<file path="src/rtl/perturbation_irq_gen.sv">
`default_nettype none
// +--------------------------------------------------------------------------+
// | perturbation_irq_gen: bench irq source (pass-through, random, PC-trigger) |
// | Rev 1.0                                                                   |
// +--------------------------------------------------------------------------+
module perturbation_irq_gen #(
  parameter logic [31:0] LFSR_SEED = 32'hACE1_2468,
  parameter int unsigned GAP_W     = 8,
  parameter int unsigned MIN_GAP   = 4,
  parameter int unsigned HOLD_MAX  = 1024
) (
  input  logic        clk_i,
  input  logic        rst_ni,
  input  logic [31:0] mode_i,
  input  logic [31:0] irq_std_i,
  input  logic [31:0] irq_mask_i,
  input  logic [4:0]  irq_id_cfg_i,
  input  logic [31:0] pc_i,
  input  logic        pc_valid_i,
  input  logic [31:0] pc_trig_i,
  input  logic        irq_ack_i,
  input  logic [4:0]  irq_ack_id_i,
  input  logic        seed_load_i,
  input  logic [31:0] seed_i,
  output logic [31:0] irq_o,
  output logic        irq_pending_o,
  output logic [31:0] irq_count_o
);

  localparam logic [31:0]  C_LFSR_MASK = 32'h8020_0003;
  localparam logic [31:0]  C_MODE_STD  = 32'd1;
  localparam logic [31:0]  C_MODE_RND  = 32'd2;
  localparam logic [31:0]  C_MODE_PC   = 32'd3;
  localparam logic [GAP_W:0] C_MIN_GAP = (GAP_W+1)'(MIN_GAP);
  localparam logic [31:0]  C_HOLD_MAX  = HOLD_MAX;

  typedef enum logic [1:0] {
    ST_IDLE   = 2'd0,
    ST_GAP    = 2'd1,
    ST_ASSERT = 2'd2
  } state_t;

  state_t         r_state,    w_state_nxt;
  logic [31:0]    r_lfsr,     w_lfsr_nxt;
  logic [GAP_W:0] r_gap_cnt,  w_gap_cnt_nxt;
  logic [4:0]     r_id,       w_id_nxt;
  logic [31:0]    r_hold_cnt, w_hold_cnt_nxt;
  logic           r_pc_armed, w_pc_armed_nxt;
  logic [31:0]    r_irq,      w_irq_nxt;
  logic [31:0]    r_count,    w_count_nxt;
  logic [31:0]    r_mode_q;

  logic [GAP_W:0] w_gap_load;
  logic [4:0]     w_cand_id;
  logic           w_mode_chg;
  logic           w_pc_hit;
  logic           w_ack_hit;
  logic           w_timeout;

  assign w_gap_load = {1'b0, r_lfsr[GAP_W-1:0]} + C_MIN_GAP;
  assign w_cand_id  = r_lfsr[31:27];
  assign w_mode_chg = (mode_i != r_mode_q);
  assign w_pc_hit   = pc_valid_i && (pc_i == pc_trig_i) && r_pc_armed;
  assign w_ack_hit  = irq_ack_i && (irq_ack_id_i == r_id);
  assign w_timeout  = (C_HOLD_MAX != 32'd0) && (r_hold_cnt == C_HOLD_MAX);

  // LFSR free-runs in every mode; a zero seed would lock it up, so fall back
  always_comb begin
    if (seed_load_i) begin
      w_lfsr_nxt = (seed_i == 32'd0) ? LFSR_SEED : seed_i;
    end else begin
      w_lfsr_nxt = {1'b0, r_lfsr[31:1]} ^ (r_lfsr[0] ? C_LFSR_MASK : 32'd0);
    end
  end

  always_comb begin
    w_state_nxt    = r_state;
    w_gap_cnt_nxt  = r_gap_cnt;
    w_id_nxt       = r_id;
    w_hold_cnt_nxt = r_hold_cnt;
    w_irq_nxt      = r_irq;
    w_count_nxt    = r_count;
    w_pc_armed_nxt = r_pc_armed;

    // Re-arm only after the core has moved off the target (e.g. past mret)
    if (pc_valid_i && (pc_i != pc_trig_i)) begin
      w_pc_armed_nxt = 1'b1;
    end

    if (w_mode_chg) begin
      w_state_nxt    = ST_IDLE;
      w_irq_nxt      = 32'd0;
      w_pc_armed_nxt = 1'b1;
    end else begin
      case (mode_i)
        C_MODE_STD: begin
          w_state_nxt = ST_IDLE;
          w_irq_nxt   = irq_std_i;
        end
        C_MODE_RND, C_MODE_PC: begin
          case (r_state)
            ST_IDLE: begin
              w_irq_nxt = 32'd0;
              if (mode_i == C_MODE_RND) begin
                w_gap_cnt_nxt = w_gap_load;
                w_state_nxt   = ST_GAP;
              end else if (w_pc_hit) begin
                w_id_nxt       = irq_id_cfg_i;
                w_pc_armed_nxt = 1'b0;
                w_hold_cnt_nxt = 32'd1;
                w_irq_nxt      = 32'd1 << irq_id_cfg_i;
                w_state_nxt    = ST_ASSERT;
              end
            end
            ST_GAP: begin
              if (r_gap_cnt != '0) begin
                w_gap_cnt_nxt = r_gap_cnt - 1'b1;
              end else if (irq_mask_i[w_cand_id]) begin
                w_id_nxt       = w_cand_id;
                w_hold_cnt_nxt = 32'd1;
                w_irq_nxt      = 32'd1 << w_cand_id;
                w_state_nxt    = ST_ASSERT;
              end
            end
            ST_ASSERT: begin
              // hold_cnt counts the current cycle, so the line is high HOLD_MAX cycles
              if (w_ack_hit) begin
                w_irq_nxt   = 32'd0;
                w_count_nxt = r_count + 32'd1;
                w_state_nxt = ST_IDLE;
              end else if (w_timeout) begin
                w_irq_nxt   = 32'd0;
                w_state_nxt = ST_IDLE;
              end else if (C_HOLD_MAX != 32'd0) begin
                w_hold_cnt_nxt = r_hold_cnt + 32'd1;
              end
            end
            default: begin
              w_irq_nxt   = 32'd0;
              w_state_nxt = ST_IDLE;
            end
          endcase
        end
        default: begin
          w_irq_nxt   = 32'd0;
          w_state_nxt = ST_IDLE;
        end
      endcase
    end
  end

  always_ff @(posedge clk_i or negedge rst_ni) begin
    if (!rst_ni) begin
      r_state    <= ST_IDLE;
      r_lfsr     <= LFSR_SEED;
      r_gap_cnt  <= '0;
      r_id       <= 5'd0;
      r_hold_cnt <= 32'd0;
      r_pc_armed <= 1'b1;
      r_irq      <= 32'd0;
      r_count    <= 32'd0;
      r_mode_q   <= 32'd0;
    end else begin
      r_state    <= w_state_nxt;
      r_lfsr     <= w_lfsr_nxt;
      r_gap_cnt  <= w_gap_cnt_nxt;
      r_id       <= w_id_nxt;
      r_hold_cnt <= w_hold_cnt_nxt;
      r_pc_armed <= w_pc_armed_nxt;
      r_irq      <= w_irq_nxt;
      r_count    <= w_count_nxt;
      r_mode_q   <= mode_i;
    end
  end

  assign irq_o         = r_irq;
  assign irq_pending_o = (r_state == ST_ASSERT);
  assign irq_count_o   = r_count;

endmodule
`default_nettype wire

</file>
<file path="config.mk">
export PLATFORM = sky130hd
export DESIGN_NAME = perturbation_irq_gen
export DESIGN_NICKNAME = d
export VERILOG_FILES = /design/src/rtl/perturbation_irq_gen.sv
export SDC_FILE = /design/constraint.sdc
export NUM_CORES = 1
export LEC_CHECK = 0
export CORE_MARGIN = 10
export CORE_UTILIZATION = 25
export DETAILED_ROUTE_END_ITERATION = 7
export GPL_TIMING_DRIVEN = 1
export SLEW_MARGIN = 5
export SYNTH_ARGS = -nofsm -noshare
export SYNTH_HDL_FRONTEND = slang
export SYNTH_SLANG_ARGS = --single-unit
</file>
<file path="constraint.sdc">
create_clock -name clk_i -period 2.9 [get_ports clk_i]
set_input_delay 0.435 -clock clk_i [delete_from_list [all_inputs] [get_ports clk_i]]
set_output_delay 0.435 -clock clk_i [all_outputs]
set_load 0.02 [all_outputs]
</file>
== Word level (Yosys, flattened, before mapping) ==
Cells that the tools add are included.

* Muxes and demuxes: 44
* Bitwise gates (word level): 2
* Add/sub/neg operators: 4
* $lt $le $gt $ge: 1
* Shift operators: 2
* Equal/unequal tests: 22
* Reductions and logical operators: 16

{| class="wikitable"
|+ Operator list
! cell !! number
|-
| $mux 32 || 16
|-
| $pmux 32 s3 || 2
|-
| $add 32x1->32 const B || 2
|-
| $eq 32x2->1 const B || 2
|-
| $ne 32x32->1 || 2
|-
| $pmux 32 s2 || 1
|-
| $shl 1x5->32 const A || 2
|-
| $eq 32x1->1 const B || 1
|-
| $eq 32x11->1 const B || 1
|-
| $eq 32x32->1 || 1
|-
| $logic_not 32->1 || 1
|-
| $xor 31x32->32 || 1
|-
| $mux 5 || 4
|-
| $mux 9 || 2
|-
| $pmux 9 s2 || 1
|-
| $mux 2 || 8
|-
| $ne 2x2->1 const B || 8
|-
| $ne 5x5->1 const B || 2
|-
| $pmux 5 s2 || 1
|-
| $add 8x3->9 const B || 1
|-
| $reduce_and 9->1 || 1
|-
| $reduce_bool 9->1 || 1
|-
| $sub 9x1->9 const B || 1
|-
| $ne 4x4->1 const B || 2
|-
| 17 further kinds || 27
|}

* Output and inout bits: 65
* Bits in registers: 177

== Depth between registers and ports, before layout ==
Gate-level depths: netlist of run 1.

* Word-level depth: 8
* Mapped depth: 12

== Worst setup path after synthesis of run 1 ==
No wires, ideal clock.

* Path type: flip-flop to flip-flop
* From: reg r_lfsr[27]
* To: reg r_hold_cnt[24]
* Setup time: 0.078 ns
* Required time: 2.822 ns
* Slack: 0.280 ns
* Stages on the path, launching flop included: 13
* Data arrival time: 2.542 ns
* Path through: dfstp_2 -> buf_2 -> buf_6 -> mux4_2 -> nand3_1 -> nand4_1 -> o211a_1 -> o311ai_4 -> buf_6 -> buf_6 -> buf_4 -> o21ai_0 -> a21oi_1

* Cells in the longest elaborated chain, start to end: 4

{| class="wikitable"
|+ Ends and longest elaborated chain
! element !! RTL line !! RTL
|-
| from (decl) || 44 || <nowiki>logic [31:0] r_lfsr, w_lfsr_nxt;</nowiki>
|-
| from (signal assigned) || 165 || <nowiki>r_lfsr <= w_lfsr_nxt;</nowiki>
|-
| $bmux 1 s5 || 118 || <nowiki>end else if (irq_mask_i[w_cand_id]) begin</nowiki>
|-
| $mux 1 (not written as such) || 118 ||
|-
| $ne 2x2->1 (no line) || -- ||
|-
| $reduce_and 9->1 (no line) || -- ||
|-
| to (signal assigned) || 168 || <nowiki>r_hold_cnt <= w_hold_cnt_nxt;</nowiki>
|-
| to (decl) || 47 || <nowiki>logic [31:0] r_hold_cnt, w_hold_cnt_nxt;</nowiki>
|}

No other way between the ends. The select of a mux whose other input is x is not followed.
A chain may end at the register's enable or synchronous reset.

== Worst setup path in the final report of run 1 ==
* From: reg r_lfsr[27]
* To: reg r_hold_cnt[7]

The elaborated chain is that of the path after synthesis.

==> results of run 1 <==
## final timing paths
check,slack (ps),end,cells after the start,startpoint
worst min register to register,480,irq_count_o[31],1,irq_count_o[31]
max in group asynchronous,1630,r_hold_cnt[18],3,rst_ni
worst max register to register,40,r_hold_cnt[7],10,r_lfsr[27]
worst max-delay path,40,r_hold_cnt[7],10,r_lfsr[27]
worst min-delay path,200,r_mode_q[29],1,mode_i[29]
min in group asynchronous,540,r_lfsr[9],2,rst_ni
## stage by stage
stage               setup TNS [ps]  hold WS, ps  instances  area, sq um  setup WS (ps)
floorplan                        0          139        938         9500            280
global route                  -977          198       1814        14500          -65.0
global placement            -43970          443       1773        13500           -688
finish                           0          196       1816        14500           44.4
CTS                              0          481       1806        14100           13.1
detailed placement          -45130          439       1773        13500           -723
## critical path: stages, from the launching register on
cell	delay [ps]
sky130_fd_sc_hd__dfstp_2	660
sky130_fd_sc_hd__buf_12	140
sky130_fd_sc_hd__mux4_2	530
sky130_fd_sc_hd__nand3_1	120
sky130_fd_sc_hd__nand4_1	190
sky130_fd_sc_hd__o211a_4	220
sky130_fd_sc_hd__o311ai_4	390
sky130_fd_sc_hd__buf_6	180
sky130_fd_sc_hd__clkbuf_16	140
sky130_fd_sc_hd__o21ai_0	80
sky130_fd_sc_hd__a21oi_1	130
## flip-flops by register name (all words and copies together) (netlist names)
signal / count
irq_count_o: 32
r_hold_cnt: 32
r_state: 2
irq_o: 32
r_mode_q: 32
r_lfsr: 32
r_gap_cnt: 9
r_pc_armed: 1
r_id: 5
## layout make-up
class,count,area (sq um),share of cell area
Multi-Input combinational cell,691,5040,0.347
Sequential cell,177,4450,0.306
Timing Repair Buffer,375,3710,0.255
Tap cell,511,639,0.0440
Clock buffer,17,425,0.0293
Clock inverter,15,163,0.0112
Inverter,28,105,0.00723
Antenna cell,2,5.00,0.000344
## synth_stat cells (all sizes together) (14+ instances only)
cell type / count
o22a: 14
xnor2: 35
a21oi: 22
dfstp: 14
and3: 15
buf: 14
nor3: 21
nor4: 45
nand2: 89
nand3: 36
o21ai: 52
nor2: 52
inv: 28
nand4: 33
o221ai: 32
dfrtp: 163
o31ai: 17
xor2: 72
clkbuf: 28
mux2: 52
## power breakdown
group	switching, uW	internal (uW)
clock	1120	1230
combinational	327	478
sequential	50.4	2550
total	1500	4260
## routing by layer
metal  track usage  vias to the layer above  share of wire
li1              -                     4167              -
met1         0.169                     4278           0.43
met2         0.240                      230           0.50
met3        0.0379                       12          0.059
met4        0.0282                        0         0.0060
met5             0                        -              0
## cells by family after synthesis
group           count (synthesis)  share of synthesized area
buf+inv                        70                     0.0325
mux                            60                     0.0779
xor+xnor                      107                     0.0986
flops                         177                      0.468
compound gates                164                      0.118
fa+ha+maj                       5                    0.00658
simple gates                  355                      0.199
## timing repair
action	CTS	global route
endpoints found under the hold margin	46	0
cloned	0	3
resized for setup	5	90
pin swaps	3	34
buffers inserted	0	7
hold buffers	1	0
setup endpoints to repair	35	77
==> PnR_summary.wiki, run 1 <==
{| class="wikitable"
! Metric !! Value
|-
| Die X-Extent || 215 microns
|-
| Clock tree root buffer cell || sky130_fd_sc_hd__clkbuf_16
|-
| GR Overflow Total || 0
|-
| PD cells || 396 nW/um^2
|-
| Clock tree from TritonCTS || done
|-
| Main synth FF type || sky130_fd_sc_hd__dfrtp_1
|-
| Worst-case vdd ir drop || 0.328 mV
|-
| Vias post-DR || 8687
|-
| Final-report hold violation count || 0
|-
| Final weighted congestion of routability-driven global placement || 0.850
|-
| Max-slew violation count || 0
|-
| Start-to-end type of the worst setup path || reg2reg
|-
| Initial core utilization || 0.253
|-
| Leakage || 0.00606 uW
|-
| Drt total wl || 33.0 mm
|-
| Half-perimeter wire length after placement || 25.8 mm
|-
| Number of buffer cells added on primary ports || 271
|-
| Overall power of the completed layout || 5760 uW
|-
| Buffer depth of the longest clock path || 2
|-
| Number of buffers added by the clock tree synthesis step || 17
|-
| Number of library cell types mapped by synthesis || 56
|-
| Area overhead of the layout relative to synthesis || 53.0%
|-
| Core area || 37600 sq um
|-
| Kind of start point of the critical path || flip-flop
|-
| Worst min path class || in2reg
|-
| Vias per Instance || 4.78
|-
| DRT Pass-1 Iters || 5
|-
| Relative slew margins || 0.646
|-
| Post-synthesis async set-or-reset flop share || 1.00
|-
| Pin count of the biggest net entering global routing || 58
|-
| DR DRC count || 0
|-
| Leading cell type in the layout, fill and taps excluded || sky130_fd_sc_hd__clkdlybuf4s50_1
|-
| Initial antenna violation count || 1
|-
| Crit path DAT || 3220 ps
|-
| Total I/O pin count || 272
|-
| Post-Synthesis Cell Area || 9500 sq um
|-
| Violation count after the first detailed-routing iteration || 441
|-
| Wire length of the first global-routing pass || 51.6 mm
|-
| Num Clock Sinks || 177
|-
| Cell taking the most area after synthesis || sky130_fd_sc_hd__dfrtp_1
|-
| Reg clk slew, reported paths || 70 ps
|-
| Nature of the critical path endpoint || flip-flop
|-
| Total global-route track usage || 0.138
|-
| Top cell type's share of synthesized area || 0.429
|-
| Average cell area after synthesis || 10.1 sq um
|-
| Ys Warns || 0
|-
| Net count after synthesis || 1150
|-
| Share of the core filled with cells || 0.387
|-
| Setup repair after global routing missed its margin || true
|-
| Vias in the first global route || 9039
|-
| Outcome || complete, no violations
|-
| Slew @ Worst Pin || 531 ps
|-
| Number of flip-flops and latches in the synthesized netlist || 177
|-
| Leading cell types by total area after synthesis || sky130_fd_sc_hd__dfrtp_1 (43%), sky130_fd_sc_hd__xor2_1 (6.6%), sky130_fd_sc_hd__mux2_2 (5.6%), sky130_fd_sc_hd__dfstp_2 (3.9%), sky130_fd_sc_hd__nand2_1 (3.5%)
|-
| Maximum Capacitance Violations || 0
|-
| Post-synth EDFFs || 0
|-
| Maximum clock frequency || 0.350 GHz
|-
| Vertical extent of the die || 215 microns
|-
| Die area || 46200 sq um
|-
| Layout filler cell count || 3728
|-
| Worst endpoint required time || 3260 ps
|-
| Number of cell rows || 71
|-
| Routed WL per cell || 18.2 microns
|-
| Fraction of the yosys area taken by sequential cells || 0.468
|-
| # nets final || 1502
|-
| Mapped Cells || 938
|-
| Final worst clock skew || 15.6 ps
|-
| Minimum clock period || 2860 ps
|-
| Most used cells in the layout excluding fill and tap cells || sky130_fd_sc_hd__clkdlybuf4s50_1 (258), sky130_fd_sc_hd__dfrtp_1 (163), sky130_fd_sc_hd__nand2_1 (89)
|-
| Share of cells above drive strength 1 || 0.196
|-
| Final setup violation count || 0
|-
| Antenna Nets Post-Route || 0
|-
| Ratio of final minimum period to clock period || 0.985
|-
| Source-to-sink clock delay at the later pin of the worst-skew pair || 440 ps
|-
| H-Tree Level Count || 4
|-
| Critical Path Fanout Max || 7
|}
No activity file was read; power rests on OpenSTA's default activity.
==> inputs of run 2 (changes only) <==
- SETUP_SLACK_MARGIN: default -> 0.4
- TNS_END_PERCENT: default -> 30
==> run 2 against run 1 <==
Power fell by 0.36%; first-iteration DRC count rose by 23%; sequential cell count did not move; worst hold slack got worse by 190 ps; clock skew fell by 2.0 ps; sequential share of layout area fell by 1.3 points; via count rose by 2.0%.
==> PnR_summary.wiki, run 2 (synthesized netlist as in run 1, its figures left out) <==
{| class="wikitable"
! Metric !! Value
|-
| Worst flop-to-flop path endpoint || irq_o[10]
|-
| Final worst clock skew || 13.6 ps
|-
| # nets final || 1511
|-
| Max stage delay cell, worst path || sky130_fd_sc_hd__dfstp_2
|-
| Layout filler cell count || 3580
|-
| Violation count after the first detailed-routing iteration || 544
|-
| Critical Path Fanout Max || 16
|-
| Worst min path class || in2async
|-
| Vias in the first global route || 9277
|-
| Total I/O pin count || 272
|-
| Crit path DAT || 3130 ps
|-
| Highest cell delay on the worst timing path || 570 ps
|-
| Nature of the critical path endpoint || flip-flop
|-
| Pin count of the biggest net entering global routing || 73
|-
| Setup repair after global routing missed its margin || true
|-
| Final weighted congestion of routability-driven global placement || 0.865
|-
| Final-report hold violation count || 0
|-
| Leakage || 0.00642 uW
|-
| Critical R2R Launch || r_lfsr[27]
|-
| Start-to-end type of the worst setup path || reg2reg
|-
| Reg clk slew, reported paths || 70 ps
|-
| Cells on worst reg2reg path || 9
|-
| Buffer depth of the longest clock path || 2
|-
| Diode count || 0
|-
| Leading cell type in the layout, fill and taps excluded || sky130_fd_sc_hd__clkdlybuf4s50_1
|-
| Share of cells above drive strength 1 || 0.242
|-
| Number of buffer cells added on primary ports || 271
|-
| H-Tree Level Count || 4
|-
| Outcome || complete, no violations
|-
| DR DRC count || 0
|-
| Pre-CTS WS || -485 ps
|-
| Wire length of the first global-routing pass || 52.4 mm
|-
| Post-route worst setup slack || 84.8 ps
|-
| Cell area after layout || 15200 sq um
|-
| Die X-Extent || 215 microns
|-
| Slew @ Worst Pin || 696 ps
|-
| Worst endpoint required time || 3220 ps
|-
| Setup slack on the worst flop-to-flop path || 80 ps
|-
| Source-to-sink clock delay at the later pin of the worst-skew pair || 430 ps
|-
| Antenna Nets Post-Route || 0
|-
| Kind of start point of the critical path || flip-flop
|-
| Placed standard-cell area || 13400 sq um
|-
| Hold bufs inserted after CTS || 0
|-
| Worst-case vdd ir drop || 0.301 mV
|-
| Initial core utilization || 0.253
|-
| Minimum clock period || 2820 ps
|-
| Vias post-DR || 8859
|-
| Drt total wl || 34.4 mm
|-
| Maximum clock frequency || 0.355 GHz
|-
| Number of buffers added by the clock tree synthesis step || 17
|-
| Area overhead of the layout relative to synthesis || 59.6%
|-
| Maximum Capacitance Violations || 0
|-
| Core area || 37600 sq um
|-
| Cell breakdown of the critical path || buf_6, mux4_2, a22oi_2, nand4_1, o21a_1, a31oi_4, o21ai_4, clkbuf_16, mux2_4
|-
| Ratio of final minimum period to clock period || 0.971
|-
| PD cells || 378 nW/um^2
|-
| Die area || 46200 sq um
|-
| Final setup violation count || 0
|-
| Initial antenna violation count || 1
|-
| Half-perimeter wire length after placement || 25.9 mm
|-
| Vias per Instance || 4.86
|-
| Routed WL per cell || 18.9 microns
|-
| Relative slew margins || 0.536
|-
| Clock tree from TritonCTS || done
|-
| Num Clock Sinks || 177
|-
| Max-slew violation count || 0
|-
| GR Overflow Total || 0
|-
| Total global-route track usage || 0.140
|-
| DRT Pass-1 Iters || 5
|-
| Most used cells in the layout excluding fill and tap cells || sky130_fd_sc_hd__clkdlybuf4s50_1 (232), sky130_fd_sc_hd__dfrtp_1 (163), sky130_fd_sc_hd__nand2_1 (86)
|-
| Clock tree root buffer cell || sky130_fd_sc_hd__clkbuf_16
|-
| Number of cell rows || 71
|-
| Vertical extent of the die || 215 microns
|}
==> run 2: area by class of cell <==
cell class                      count  area [sq um]  share of cell area
Multi-Input combinational cell    691          5590               0.369
Sequential cell                   177          4450               0.293
Timing Repair Buffer              384          3790               0.250
Tap cell                          511           639              0.0421
Clock buffer                       21           470              0.0310
Clock inverter                     11           129             0.00849
Inverter                           28           105             0.00693
==> run 2: critical path, delay by kind of cell (launching register included) <==
family	cells	cell delay, ps
AO/OA/AOI/OAI	4	740
buffers and inverters	2	350
flip-flops	1	570
multiplexers	2	810
AND/OR/NAND/NOR	1	220
==> run 2: worst max-delay path by stage <==
| stage | start | to | slack (ps) | cells after the start |
|---|---|---|---|---|
| after floorplan | r_lfsr[27] | r_hold_cnt[24] | 350 | 11 |
| after global placement | mode_i[5] | irq_count_o[31] | -440 | 10 |
| after detailed placement | mode_i[5] | r_hold_cnt[23] | -490 | 10 |
| after CTS | r_mode_q[5] | r_hold_cnt[25] | 160 | 11 |
| after global routing | r_lfsr[27] | r_hold_cnt[15] | -30 | 10 |
| final | r_lfsr[27] | irq_o[10] | 80 | 9 |
==> run 2: power by group <==
part	switching, uW	total (uW)	leakage (uW)	internal, uW
Clock	1010	2360	0.000290	1350
Combinational	321	771	0.00387	450
Sequential	53.5	2610	0.00226	2550
Total	1390	5740	0.00642	4350
==> run 2: repair_timing <==
action | in CTS | in global routing
resized for setup | 74 | 184
gates cloned | 2 | 5
pin swaps | 46 | 59
setup endpoints to repair | 111 | 110
setup buffers | 16 | 6
==> run 2: through the flow <==
stage,setup TNS [ps],hold slack (ps),util,total power (uW),std cells
after floorplan,0,139,-,2900,938
after global placement,-34220,461,0.355,3390,1762
after detailed placement,-38310,467,0.355,3400,1762
after CTS,0,34.2,0.379,5790,1812
after global routing,-379,59.5,0.404,5960,1823
final,0,10.4,0.404,5740,1823
==> run 2: layer usage <==
layer | wire length [microns] | up-vias | track usage | share of wire
li1 | - | 4191 | - | -
met1 | 14700 | 4387 | 0.171 | 0.43
met2 | 17300 | 253 | 0.240 | 0.50
met3 | 1980 | 26 | 0.0364 | 0.057
met4 | 457 | 2 | 0.0347 | 0.013
met5 | 10 | - | 0 | 0.00029
==> inputs of run 3 (changes only) <==
- SLEW_MARGIN: 5 -> 40
- clock period: 2.9 -> 3.1 ns (I/O delays scaled with it)
==> run 3 against run 2 <==
Design area shrank 2.0%; non-clock buffer count grew 10; sequential cell count is the same; largest cell class unchanged; largest power group unchanged; highest routed layer unchanged.
==> PnR_summary.wiki, run 3 (synthesized netlist as in run 1, its figures left out) <==
{| class="wikitable"
! Metric !! Value
|-
| Post-route worst setup slack || 293 ps
|-
| Area overhead of the layout relative to synthesis || 56.5%
|-
| Number of buffer cells added on primary ports || 271
|-
| Relative slew margins || 0.537
|-
| Vias in the first global route || 9363
|-
| Num Clock Sinks || 177
|-
| Worst Hold Margin || 31.4 ps
|-
| DRT Pass-1 Iters || 5
|-
| Total global-route track usage || 0.143
|-
| Drt total wl || 34.3 mm
|-
| Share of cells above drive strength 1 || 0.231
|-
| Share of the core filled with cells || 0.396
|-
| Vias post-DR || 8916
|-
| Vias per Instance || 4.85
|-
| Worst min path class || in2async
|-
| Nature of the critical path endpoint || flip-flop
|-
| Placed standard-cell area || 13400 sq um
|-
| Hold bufs inserted after CTS || 0
|-
| Final worst clock skew || 10.3 ps
|-
| GR Overflow Total || 0
|-
| Die X-Extent || 215 microns
|-
| H-Tree Level Count || 4
|-
| Crit. Startpoint || r_lfsr[27]
|-
| Initial core utilization || 0.253
|-
| Cell area after layout || 14900 sq um
|-
| Cell occurring most often along the worst timing path || sky130_fd_sc_hd__buf_12
|-
| Setup repair after global routing missed its margin || true
|-
| Number of buffers added by the clock tree synthesis step || 17
|-
| Reg clk slew, reported paths || 70 ps
|-
| Crit path DAT || 3170 ps
|-
| Cell breakdown of the critical path || buf_12, mux4_2, nand3_2, nand4_1, o211a_4, buf_12, o311ai_4, buf_6, o31ai_1, a21oi_2
|-
| Max-slew violation count || 0
|-
| Violation count after the first detailed-routing iteration || 515
|-
| Leading cell type in the layout, fill and taps excluded || sky130_fd_sc_hd__clkdlybuf4s50_1
|-
| Maximum clock frequency || 0.356 GHz
|-
| Initial antenna violation count || 5
|-
| Highest cell delay on the worst timing path || 670 ps
|-
| Worst-case vdd ir drop || 0.322 mV
|-
| Routed WL per cell || 18.7 microns
|-
| Critical Path Fanout Max || 7
|-
| Half-perimeter wire length after placement || 26.0 mm
|-
| Max stage delay cell, worst path || sky130_fd_sc_hd__dfstp_2
|-
| Core area || 37600 sq um
|-
| Final-report hold violation count || 0
|-
| Final weighted congestion of routability-driven global placement || 0.843
|-
| Pre-CTS WS || -579 ps
|-
| Slew @ Worst Pin || 694 ps
|-
| Vertical extent of the die || 215 microns
|-
| Worst endpoint required time || 3460 ps
|-
| # nets final || 1523
|-
| Critical R2R Launch || r_lfsr[27]
|-
| Wire length of the first global-routing pass || 53.3 mm
|-
| Pin count of the biggest net entering global routing || 70
|-
| Antenna Nets Post-Route || 0
|-
| Source-to-sink clock delay at the later pin of the worst-skew pair || 430 ps
|-
| Final setup violation count || 0
|-
| Final total negative setup slack || 0 ps
|-
| Maximum Capacitance Violations || 0
|-
| Minimum clock period || 2810 ps
|-
| Clock tree from TritonCTS || done
|-
| Start-to-end type of the worst setup path || reg2reg
|-
| Kind of start point of the critical path || flip-flop
|-
| Ratio of final minimum period to clock period || 0.906
|-
| Leakage || 0.00621 uW
|-
| Most used cells in the layout excluding fill and tap cells || sky130_fd_sc_hd__clkdlybuf4s50_1 (227), sky130_fd_sc_hd__dfrtp_1 (163), sky130_fd_sc_hd__buf_4 (92)
|-
| DR DRC count || 0
|-
| Outcome || complete, no violations
|-
| Die area || 46200 sq um
|-
| Buffer depth of the longest clock path || 2
|-
| PD cells || 359 nW/um^2
|-
| Number of cell rows || 71
|-
| Total I/O pin count || 272
|-
| Clock tree root buffer cell || sky130_fd_sc_hd__clkbuf_16
|}
-- run 3: final timing paths --
path	endpoint	slack (ps)	depth (start not counted)
setup / recovery	r_hold_cnt[27]	290	10
setup reg to reg	r_hold_cnt[27]	290	10
min in group clk_i	r_mode_q[17]	230	1
hold / removal	r_mode_q[17]	30	1
hold reg to reg	irq_count_o[31]	480	1
max in group asynchronous	r_hold_cnt[6]	2170	2
-- run 3: cell type report --
| cell class | instances | area (sq um) |
|---|---|---|
| diodes | 3 | 7.51 |
| repair buffers | 394 | 3860 |
| clock inverters | 15 | 148 |
| inverters | 28 | 105 |
| well taps | 511 | 639 |
| multi-input cells | 693 | 5240 |
| flip-flops and latches | 177 | 4450 |
| fillers | 3660 | 22700 |
| clock buffers | 17 | 425 |
-- run 3: layer usage --
metal	up-vias	global-route usage	wire length, microns
li1	4219	-	-
met1	4404	0.177	14700
met2	262	0.242	17200
met3	27	0.0375	2050
met4	4	0.0324	361
met5	-	0	23
-- run 3: critical path: cells and delay by family (launching register included) --
kind	cells	cell delay [ps]
multiplexers	1	530
AO/OA/AOI/OAI	4	810
buffers and inverters	3	450
AND/OR/NAND/NOR	2	280
flip-flops	1	670
-- run 3: where the power goes --
group          internal [uW]  switching, uW
Sequential              2390           56.8
Clock                   1130           1020
Combinational            432            306
-- run 3: timing repair --
| action | in CTS | in global routing |
|---|---|---|
| endpoints found under the hold margin | 0 | 0 |
| setup buffers | 15 | 14 |
| gates cloned | 2 | 3 |
| pin swaps | 42 | 35 |
| gates resized for setup | 84 | 89 |
| setup endpoints to repair | 107 | 100 |
-- run 3: metrics by stage --
step	instances	power [uW]
final	1838	5340
after detailed placement	1769	3210
after floorplan	938	2710
after CTS	1818	5390
after global placement	1769	3200
after global routing	1836	5560
